### src/rtl/arch_dbg_pkg.sv
// Shared types for the architectural-state debug monitor: dump FSM states,
// the streamed record layout and the auto-dump trigger bit positions.
package arch_dbg_pkg;

    localparam int DBG_XLEN   = 32;
    localparam int DBG_AREG_W = 5;
    localparam int DBG_PREG_W = 7;

    localparam int AUTO_ON_MISPREDICT = 0;
    localparam int AUTO_ON_HANG       = 1;

    typedef enum logic [1:0] {
        ST_IDLE   = 2'd0,
        ST_RD_MAP = 2'd1,
        ST_RD_PRF = 2'd2,
        ST_EMIT   = 2'd3
    } dump_state_e;

    typedef struct packed {
        logic [DBG_AREG_W-1:0] areg;
        logic [DBG_PREG_W-1:0] preg;
        logic [DBG_XLEN-1:0]   data;
        logic                  last;
    } dump_rec_t;

endpackage

### src/rtl/sat_counter.sv
// Saturating up-counter with synchronous clear; holds at all-ones instead of wrapping.
module sat_counter #(
    parameter int W = 32
) (
    input  logic         clk,
    input  logic         reset,
    input  logic         clear,
    input  logic         inc,
    output logic [W-1:0] count
);

    logic [W-1:0] count_q;
    logic [W-1:0] count_d;

    // next count: clear has priority over a saturating increment
    always_comb begin
        count_d = count_q;
        if (clear) begin
            count_d = {W{1'b0}};
        end else if (inc && (count_q != {W{1'b1}})) begin
            count_d = count_q + W'(1);
        end else begin
            count_d = count_q;
        end
    end

    // count register
    always_ff @(posedge clk) begin
        if (reset) begin
            count_q <= {W{1'b0}};
        end else begin
            count_q <= count_d;
        end
    end

    assign count = count_q;

endmodule

### src/rtl/arch_state_monitor.sv
// Debug/performance monitor: walks arch regs through rename map and PRF, streams
// (areg, preg, value) records, and keeps saturating perf counters plus a hang watchdog.
module arch_state_monitor
    import arch_dbg_pkg::*;
#(
    parameter int          XLEN       = DBG_XLEN,
    parameter int          AREG_W     = DBG_AREG_W,
    parameter int          PREG_W     = DBG_PREG_W,
    parameter int          CNT_W      = 32,
    parameter int          NUM_WATCH  = 4,
    parameter int          HANG_LIMIT = 1024,
    parameter logic [1:0]  AUTO_DUMP  = 2'b00
) (
    input  logic                          clk,
    input  logic                          reset,
    input  logic                          commit_valid,
    input  logic                          mispredict,
    output logic [AREG_W-1:0]             map_rd_areg,
    input  logic [PREG_W-1:0]             map_rd_preg,
    output logic [PREG_W-1:0]             prf_rd_preg,
    input  logic [XLEN-1:0]               prf_rd_data,
    input  logic                          dump_req,
    input  logic                          dump_watch_only,
    input  logic [NUM_WATCH*AREG_W-1:0]   watch_areg,
    output logic                          dump_valid,
    input  logic                          dump_ready,
    output logic [AREG_W-1:0]             dump_areg,
    output logic [PREG_W-1:0]             dump_preg,
    output logic [XLEN-1:0]               dump_data,
    output logic                          dump_last,
    output logic                          busy,
    output logic                          hang,
    output logic [CNT_W-1:0]              cycle_cnt,
    output logic [CNT_W-1:0]              commit_cnt,
    output logic [CNT_W-1:0]              mispredict_cnt
);

    localparam int NUM_AREG = 1 << AREG_W;
    localparam int WIDX_W   = (NUM_WATCH > 1) ? $clog2(NUM_WATCH) : 1;
    localparam int POS_W    = ((AREG_W > WIDX_W) ? AREG_W : WIDX_W) + 1;
    localparam int WD_W     = $clog2(HANG_LIMIT + 1);

    localparam logic [POS_W-1:0] LAST_FULL  = POS_W'(NUM_AREG - 1);
    localparam logic [POS_W-1:0] LAST_WATCH = POS_W'(NUM_WATCH - 1);
    localparam logic [WD_W-1:0]  HANG_PRE   = WD_W'(HANG_LIMIT - 1);

    dump_state_e                  state_q, state_d;
    logic [POS_W-1:0]             pos_q, pos_d;
    logic                         watch_mode_q, watch_mode_d;
    logic [NUM_WATCH*AREG_W-1:0]  watch_list_q, watch_list_d;
    dump_rec_t                    rec_q, rec_d;
    logic                         pending_q, pending_d;
    logic                         hang_q, hang_d;
    logic                         hang_prev_q, hang_prev_d;

    logic                         trig_s;
    logic                         hs_s;
    logic                         start_s;
    logic                         adv_s;
    logic                         sel_watch_s;
    logic [NUM_WATCH*AREG_W-1:0]  sel_list_s;
    logic [POS_W-1:0]             sel_pos_s;
    logic [AREG_W-1:0]            sel_areg_s;
    logic                         sel_last_s;
    logic [WD_W-1:0]              idle_cnt_s;

    function automatic logic [AREG_W-1:0] pick_areg(
        input logic                        watch,
        input logic [NUM_WATCH*AREG_W-1:0] list,
        input logic [POS_W-1:0]            pos
    );
        logic [AREG_W-1:0] a;
        a = {AREG_W{1'b0}};
        if (watch) begin
            for (int i = 0; i < NUM_WATCH; i++) begin
                if (pos == POS_W'(i)) begin
                    a = list[i*AREG_W +: AREG_W];
                end else begin
                    a = a;
                end
            end
        end else begin
            a = pos[AREG_W-1:0];
        end
        return a;
    endfunction

    sat_counter #(.W(CNT_W)) u_cycle_cnt (
        .clk(clk), .reset(reset), .clear(1'b0), .inc(1'b1), .count(cycle_cnt)
    );
    sat_counter #(.W(CNT_W)) u_commit_cnt (
        .clk(clk), .reset(reset), .clear(1'b0), .inc(commit_valid), .count(commit_cnt)
    );
    sat_counter #(.W(CNT_W)) u_mispredict_cnt (
        .clk(clk), .reset(reset), .clear(1'b0), .inc(mispredict), .count(mispredict_cnt)
    );
    sat_counter #(.W(WD_W)) u_idle_cnt (
        .clk(clk), .reset(reset), .clear(commit_valid), .inc(1'b1), .count(idle_cnt_s)
    );

    // watchdog: hang registers once the idle count is about to reach the limit
    always_comb begin
        hang_d      = hang_q;
        hang_prev_d = hang_q;
        if (commit_valid) begin
            hang_d = 1'b0;
        end else if (idle_cnt_s >= HANG_PRE) begin
            hang_d = 1'b1;
        end else begin
            hang_d = hang_q;
        end
    end

    assign trig_s = dump_req
                  | (AUTO_DUMP[AUTO_ON_MISPREDICT] & mispredict)
                  | (AUTO_DUMP[AUTO_ON_HANG] & hang_q & ~hang_prev_q);

    // dump start / advance decisions; a pending trigger restarts on the last handshake
    always_comb begin
        hs_s    = (state_q == ST_EMIT) && dump_ready;
        start_s = 1'b0;
        adv_s   = 1'b0;
        if (state_q == ST_IDLE) begin
            start_s = trig_s;
        end else if (hs_s && rec_q.last) begin
            start_s = pending_q | trig_s;
        end else begin
            start_s = 1'b0;
        end
        if (hs_s && !rec_q.last) begin
            adv_s = 1'b1;
        end else begin
            adv_s = 1'b0;
        end
    end

    // next register selection: a fresh dump samples mode/list, otherwise step the position
    always_comb begin
        sel_watch_s = watch_mode_q;
        sel_list_s  = watch_list_q;
        sel_pos_s   = pos_q + POS_W'(1);
        if (start_s) begin
            sel_watch_s = dump_watch_only;
            sel_list_s  = watch_areg;
            sel_pos_s   = {POS_W{1'b0}};
        end else begin
            sel_pos_s   = pos_q + POS_W'(1);
        end
        sel_areg_s = pick_areg(sel_watch_s, sel_list_s, sel_pos_s);
        sel_last_s = sel_watch_s ? (sel_pos_s == LAST_WATCH) : (sel_pos_s == LAST_FULL);
    end

    // dump FSM next state and record datapath
    always_comb begin
        state_d      = state_q;
        pos_d        = pos_q;
        watch_mode_d = watch_mode_q;
        watch_list_d = watch_list_q;
        rec_d        = rec_q;
        pending_d    = pending_q;

        if (start_s) begin
            pending_d = 1'b0;
        end else if ((state_q != ST_IDLE) && trig_s) begin
            pending_d = 1'b1;
        end else begin
            pending_d = pending_q;
        end

        if (start_s || adv_s) begin
            pos_d        = sel_pos_s;
            watch_mode_d = sel_watch_s;
            watch_list_d = sel_list_s;
            rec_d.areg   = DBG_AREG_W'(sel_areg_s);
            rec_d.preg   = {DBG_PREG_W{1'b0}};
            rec_d.data   = {DBG_XLEN{1'b0}};
            rec_d.last   = sel_last_s;
            // areg 0 is hardwired zero, so it skips both lookups
            state_d      = (sel_areg_s == {AREG_W{1'b0}}) ? ST_EMIT : ST_RD_MAP;
        end else begin
            case (state_q)
                ST_IDLE:   state_d = ST_IDLE;
                ST_RD_MAP: begin
                    rec_d.preg = DBG_PREG_W'(map_rd_preg);
                    state_d    = ST_RD_PRF;
                end
                ST_RD_PRF: begin
                    rec_d.data = DBG_XLEN'(prf_rd_data);
                    state_d    = ST_EMIT;
                end
                ST_EMIT:   state_d = hs_s ? ST_IDLE : ST_EMIT;
                default:   state_d = ST_IDLE;
            endcase
        end
    end

    // state registers
    always_ff @(posedge clk) begin
        if (reset) begin
            state_q      <= ST_IDLE;
            pos_q        <= {POS_W{1'b0}};
            watch_mode_q <= 1'b0;
            watch_list_q <= {(NUM_WATCH*AREG_W){1'b0}};
            rec_q        <= '{default: '0};
            pending_q    <= 1'b0;
            hang_q       <= 1'b0;
            hang_prev_q  <= 1'b0;
        end else begin
            state_q      <= state_d;
            pos_q        <= pos_d;
            watch_mode_q <= watch_mode_d;
            watch_list_q <= watch_list_d;
            rec_q        <= rec_d;
            pending_q    <= pending_d;
            hang_q       <= hang_d;
            hang_prev_q  <= hang_prev_d;
        end
    end

    // lookup ports are only driven in their own phase
    always_comb begin
        map_rd_areg = {AREG_W{1'b0}};
        prf_rd_preg = {PREG_W{1'b0}};
        if (state_q == ST_RD_MAP) begin
            map_rd_areg = AREG_W'(rec_q.areg);
        end else begin
            map_rd_areg = {AREG_W{1'b0}};
        end
        if (state_q == ST_RD_PRF) begin
            prf_rd_preg = PREG_W'(rec_q.preg);
        end else begin
            prf_rd_preg = {PREG_W{1'b0}};
        end
    end

    assign dump_valid = (state_q == ST_EMIT);
    assign dump_last  = dump_valid & rec_q.last;
    assign dump_areg  = AREG_W'(rec_q.areg);
    assign dump_preg  = PREG_W'(rec_q.preg);
    assign dump_data  = XLEN'(rec_q.data);
    assign busy       = (state_q != ST_IDLE);
    assign hang       = hang_q;

endmodule

### config.mk
export PLATFORM = sky130hd
export DESIGN_NAME = arch_state_monitor
export DESIGN_NICKNAME = d
export VERILOG_FILES = /design/src/rtl/arch_dbg_pkg.sv /design/src/rtl/sat_counter.sv /design/src/rtl/arch_state_monitor.sv
export SDC_FILE = /design/constraint.sdc
export NUM_CORES = 1
export LEC_CHECK = 0
export CORE_UTILIZATION = 30
export CTS_BUF_LIST = sky130_fd_sc_hd__clkbuf_8
export DETAILED_ROUTE_END_ITERATION = 8
export PLACE_DENSITY = 0.6
export SLEW_MARGIN = 5
export SYNTH_ARGS = -nofsm -noshare
export SYNTH_HDL_FRONTEND = slang
export SYNTH_HIERARCHICAL = 1
export SYNTH_SLANG_ARGS = --single-unit
### constraint.sdc
create_clock -name clk -period 3.2 [get_ports clk]
set_input_delay 0.96 -clock clk [delete_from_list [all_inputs] [get_ports clk]]
set_output_delay 0.96 -clock clk [all_outputs]
set_load 0.05 [all_outputs]
==> results of run 1 <==
metrics by stage:
step | area, µm² | hold WS (ns) | power (mW) | util (%)
2_1_floorplan | 9128 | 0.4320 | 3.713 | -
3_3_place_gp | 11520 | 0.4415 | 4.160 | 38.78
3_5_place_dp | 11520 | 0.4458 | 4.167 | 38.78
4_1_cts | 11930 | 0.4602 | 5.832 | 40.16
5_1_grt | 11950 | 0.4777 | 6.084 | 40.20
6_report | 11950 | 0.4580 | 5.722 | 40.20
registers in the layout, indices dropped and copies added, names as in the netlist:
signal	count
watch_mode_q	1
dump_preg	7
dump_areg	5
rec_q	1
pos_q	6
u_commit_cnt/count	32
u_cycle_cnt/count	32
hang	1
u_idle_cnt/count	11
u_mispredict_cnt/count	32
dump_data	32
pending_q	1
watch_list_q	20
state_q	2
where the power goes:
part,total (mW),internal (mW),switching (mW)
clock network,1.63,0.662,0.965
registers,2.54,2.43,0.110
logic,1.56,0.557,0.999
worst paths after layout:
kind	startpoint	to	slack (ns)	depth (start not counted)
worst min-delay path	watch_list_q[7]	watch_list_q[7]	0.46	2
worst min register to register	watch_list_q[7]	watch_list_q[7]	0.46	2
worst max register to register	u_mispredict_cnt/count[12]	u_mispredict_cnt/count[11]	0.64	5
worst max-delay path	state_q[0]	busy	0.20	3
Yosys cell counts (4+ instances only):
| library cell | n |
|---|---|
| nand4_1 | 32 |
| or4_4 | 6 |
| buf_2 | 18 |
| inv_1 | 15 |
| and3_1 | 10 |
| or2_2 | 4 |
| a41o_1 | 9 |
| o21ai_1 | 17 |
| nor2_1 | 75 |
| clkbuf_1 | 33 |
| or3_1 | 49 |
| dfxtp_1 | 183 |
| o31ai_1 | 10 |
| nand3_1 | 46 |
| nor3_1 | 21 |
| o211ai_1 | 12 |
| or4b_1 | 4 |
| or4_1 | 13 |
| a21oi_1 | 116 |
| o311ai_0 | 6 |
| a31oi_1 | 17 |
| mux2i_1 | 6 |
| xor2_1 | 10 |
| o21ai_0 | 41 |
| nor4_1 | 13 |
| nand2_1 | 189 |
| ha_1 | 5 |
| buf_4 | 44 |
| buf_6 | 5 |
| xnor2_1 | 18 |
| nor3_2 | 5 |
| and4_1 | 6 |
| and2_1 | 15 |
| a211oi_1 | 12 |
per-layer routing:
layer | share of wire (%) | vias to the layer above | track usage (%)
li1 | - | 4422 | -
met1 | 47 | 4122 | 21.97
met2 | 47 | 194 | 25.72
met3 | 4.5 | 18 | 3.252
met4 | 1.4 | 0 | 4.783
met5 | 0 | - | 0
critical path, cell delays in order, from the launching register on:
cell and delay (ns):
dfxtp_1 0.49, nor2_1 0.14, inv_1 0.11, clkdlybuf4s50_1 0.83
cells by family (layout without fill, tap and decap cells):
logic type	Yosys count	after routing	share of synthesized area, %
xor gates and xnor gates	28	28	2.699
AOI/OAI and AO/OA	281	281	19.42
buffers and inverters	118	298	7.367
muxes	7	7	0.8124
adders and majority gates	5	5	0.6885
DFF	183	183	40.32
other	2	13	0.08265
and+or+nand+nor	507	507	28.61
cell type report:
type	count	share of cell area [%]
Clock buffer	17	1.959
Timing Repair Buffer	250	20.99
Multi-Input combinational cell	841	40.32
Tap cell	390	4.085
Clock inverter	15	1.477
Inverter	16	0.5027
Sequential cell	183	30.67
==> results_dict.tcl, run 1 <==
set metrics [dict create \
    grt_usage_pct 16.18 \
    hold_buffers 0 \
    clock_skew_ns 0.01960 \
    drv_cap 0 \
    cts_resized 0 \
    syn_area_mm2 0.009086 \
    rows 63 \
    place_inst 1680 \
    syn_to_final_growth_pct 31.48 \
    required_ns 2.24 \
    layout_commonest_cell "clkdlybuf4s50_1" \
    clock_latency_ns 0.47 \
    synth_edf_count 0 \
    routed_wl_um 25370 \
    slew_headroom_pct 46.14 \
    fillers 3045 \
    vias_per_cell 5.114 \
    cts_tree "done" \
    antenna_found_initial 0 \
    ios 222 \
    htree_levels 4 \
    rsz0062_at_grt "no" \
    grt_max_degree 40 \
    drt_first_pass_iters 5 \
    synth_top_area_share_pct 40.32 \
    fmax_ghz 0.3328 \
    numCtsBuffers 17 \
    worst_slack_ns 0.1952 \
    preCtsSetupSlack_ns 0.06733 \
    crit_path_start_kind "register" \
    io_buffers 221 \
    drt_iter0_drc 586 \
    die_area_mm2 0.03099 \
    drc 0 \
    period_minus_slack_ns 3.005 \
    place.gp.congestion 0.8417 \
    multi_input_area_mm2 0.004817 \
    vias 8756 \
    drtAntennaViolNets 0 \
    drive_gt1_share_pct 8.169 \
    yosys.area.top_type "dfxtp_1" \
    globalRoute.totalOverflow 0 \
    ir_drop_mv 0.3118 \
    timing.final.crit_share_pct 93.90 \
    fin_nets 1380 \
    hp-class "reg -> reg" \
    setup_violations 0 \
    synth_cell_types 68 \
    grt_pass1_wl_um 40660 \
    cts-root-buf "clkbuf_8" \
    diodes 0 \
    synth_seq_cells 183 \
    die_y_um 176.0 \
    regArea_mm2 0.003664 \
    cts.sinks 183 \
    power.density_mw_per_mm2 478.9 \
    coreArea_mm2 0.02972 \
    cts_buffer_depth 2 \
    post_cts_buffers 0 \
    worst-slew-pin-transition_ns 0.8018 \
    ys_seq_area_share_pct 40.32 \
    wire_per_inst_um 14.82 \
    start_util_pct 30.58 \
    fp.dieW_um 176.0 \
    most-common-layout-cells "clkdlybuf4s50_1 (208), nand2_1 (189), dfxtp_1 (183)" \
    crit_fanout 9 \
    async_flop_share_pct 0 \
    end_kind "output pin" \
    drv_slew 0 \
    hpwl_um 18560 \
    synth_top_flop_cell "dfxtp_1" \
    syn_inst 1131 \
    yosys_warnings 6 \
    instances_no_fill 1712 \
    status "completed" \
    syn_avg_cell_area_um2 8.034 \
    final-hold-violation-count 0 \
    synth_area_leaders "dfxtp_1 (40%), nand2_1 (7.8%), a21oi_1 (6.4%)" \
    leakage_nw 3.909 \
    grt_pass1_vias 7906 \
    path_clk_slew_ns 0.10 \
    arrival_ns 2.04 \
    critical_path_class "reg -> out" \
    finalSetupTns_ns 0 \
]
No activity file was read; power rests on OpenSTA's default activity.
==> inputs of run 2 (changes only) <==
--- a/config.mk
+++ b/config.mk
@@ -7,8 +7,10 @@
 export LEC_CHECK = 0
 export CORE_UTILIZATION = 30
 export CTS_BUF_LIST = sky130_fd_sc_hd__clkbuf_8
+export CTS_CLUSTER_SIZE = 30
 export DETAILED_ROUTE_END_ITERATION = 8
 export PLACE_DENSITY = 0.6
+export REMOVE_ABC_BUFFERS = 1
 export SLEW_MARGIN = 5
 export SYNTH_ARGS = -nofsm -noshare
 export SYNTH_HDL_FRONTEND = slang
==> run 2 against run 1 <==
  * Sequential share of layout area increased by 0.16 points
  * Maximum frequency increased by 2.2%
  * Hold slack got worse by 0.0017 ns
  * Design area decreased by 0.51%
  * Clock skew decreased by 0.0063 ns
==> results_dict.tcl, run 2 (synthesized netlist as in run 1, its figures left out) <==
set metrics [dict create \
    cts.sinks 183 \
    antenna_found_initial 1 \
    status "completed" \
    fin_area_mm2 0.01189 \
    post_cts_buffers 0 \
    r2r-end "u_mispredict_cnt/count[21]" \
    reg2reg_from "u_mispredict_cnt/count[11]" \
    vias 8911 \
    rsz0062_at_grt "no" \
    r2r_cells 6 \
    hp-start "watch_list_q[8]" \
    path_clk_slew_ns 0.09 \
    end_kind "output pin" \
    cts-root-buf "clkbuf_8" \
    hp-class "reg -> reg" \
    leakage_nw 3.900 \
    clock_latency_ns 0.47 \
    coreArea_mm2 0.02972 \
    layout_commonest_cell "clkdlybuf4s50_1" \
    final-hold-violation-count 0 \
    holdPathEnd "watch_list_q[8]" \
    worst-slew-pin-transition_ns 1.167 \
    min_path_cells 2 \
    cts_resized 0 \
    drt_iter0_drc 613 \
    numCtsBuffers 17 \
    drv_cap 0 \
    drtAntennaViolNets 0 \
    diodes 0 \
    fmax_ghz 0.3403 \
    die_area_mm2 0.03099 \
    io_buffers 221 \
    clock_skew_ns 0.01325 \
    ios 222 \
    fp.dieW_um 176.0 \
    cts_tree "done" \
    timing.final.crit_share_pct 91.84 \
    htree_levels 4 \
    power.density_mw_per_mm2 470.5 \
    grt_pass1_wl_um 41560 \
    period_minus_slack_ns 2.939 \
    start_util_pct 30.58 \
    drv_slew 0 \
    path_cells "nor2_1 -> inv_1 -> clkdlybuf4s50_1" \
    setup_violations 0 \
    place_inst 1687 \
    cts_buffer_depth 2 \
    fin_nets 1387 \
    fillers 3034 \
    crit_path_start_kind "register" \
    slew_headroom_pct 20.95 \
    placed_area_mm2 0.01153 \
    instances_no_fill 1719 \
    globalRoute.totalOverflow 0 \
    routed_wl_um 25850 \
    drive_gt1_share_pct 8.503 \
    crit_fanout 9 \
    grt_pass1_vias 7994 \
    arrival_ns 1.98 \
    rows 63 \
    crit_start "state_q[1]" \
    ir_drop_mv 0.2163 \
    hold_buffers 0 \
    cp_slowest_stage_delay_ns 0.80 \
    most-common-layout-cells "clkdlybuf4s50_1 (208), nand2_1 (189), dfxtp_1 (183)" \
    hpwl_um 18860 \
    grt_usage_pct 16.49 \
    syn_to_final_growth_pct 30.80 \
    r2r_slack_ns 0.43 \
    vias_per_cell 5.184 \
    wire_per_inst_um 15.04 \
    die_y_um 176.0 \
    required_ns 2.24 \
    place.gp.congestion 0.8656 \
    drt_first_pass_iters 5 \
    grt_max_degree 40 \
    crit_slowest_cell "clkdlybuf4s50_1" \
    drc 0 \
    critical_path_class "reg -> out" \
]
run 2: cell count changes in the layout (fill, tap and decap cells not counted), moves of 2 or more:
cell | before | now
clkinv_8 | 3 | 0
buf_12 | 9 | 5
clkinv_4 | 1 | 3
clkinv_2 | 0 | 2
buf_4 | 32 | 43
clkbuf_8 | 17 | 19
clkinvlp_4 | 1 | 3
inv_8 | 3 | 0
run 2: area by class of cell:
type | instances | area, µm² | share of cell area [%]
inverters | 16 | 60.06 | 0.5053
repair buffers | 257 | 2510 | 21.12
multi-input cells | 841 | 4805 | 40.43
well taps | 390 | 488.0 | 4.106
flip-flops and latches | 183 | 3664 | 30.82
clock buffers | 19 | 261.5 | 2.200
clock inverters | 13 | 97.59 | 0.8211
run 2: layer usage:
metal / up-vias / track usage (%) / share of wire, %
met3: 27 / 3.661 / 5.6
met4: 2 / 5.181 / 1.5
met5: - / 0 / 0.050
met1: 4197 / 21.27 / 47
li1: 4434 / - / -
met2: 251 / 27.20 / 46
run 2: critical path: cells and delay by family, from the launching register on:
family | cells | cell delay [ns]
buffers and inverters | 2 | 0.90
DFF | 1 | 0.47
and+or+nand+nor | 1 | 0.15
run 2: metrics by stage:
| stage | hold WS (ns) | TNS, ns | setup WS [ns] | power (mW) | utilization [%] |
|---|---|---|---|---|---|
| after floorplan | 0.4259 | -26.38 | -0.6730 | 3.518 | - |
| after global placement | 0.4414 | 0 | 0.1457 | 4.164 | 38.79 |
| after detailed placement | 0.4455 | 0 | 0.09721 | 4.181 | 38.79 |
| after CTS | 0.4592 | 0 | 0.2166 | 5.683 | 39.99 |
| after global routing | 0.4777 | 0 | 0.1229 | 5.901 | 39.99 |
| final | 0.4563 | 0 | 0.2612 | 5.592 | 39.99 |
run 2: worst max-delay path by stage:
| stage | endpoint | slack, ns | depth (start not counted) |
|---|---|---|---|
| after floorplan | dump_data[0] | -0.67 | 4 |
| after global placement | state_q[1] | 0.15 | 9 |
| after detailed placement | state_q[1] | 0.1 | 9 |
| after CTS | busy | 0.22 | 3 |
| after global routing | busy | 0.12 | 3 |
| final | busy | 0.26 | 3 |
run 2: power by group:
part           total (mW)  internal [mW]  switching (mW)
Clock                1.48          0.587           0.895
Sequential           2.54           2.43           0.112
Combinational        1.57          0.548            1.02
Total                5.59           3.56            2.03
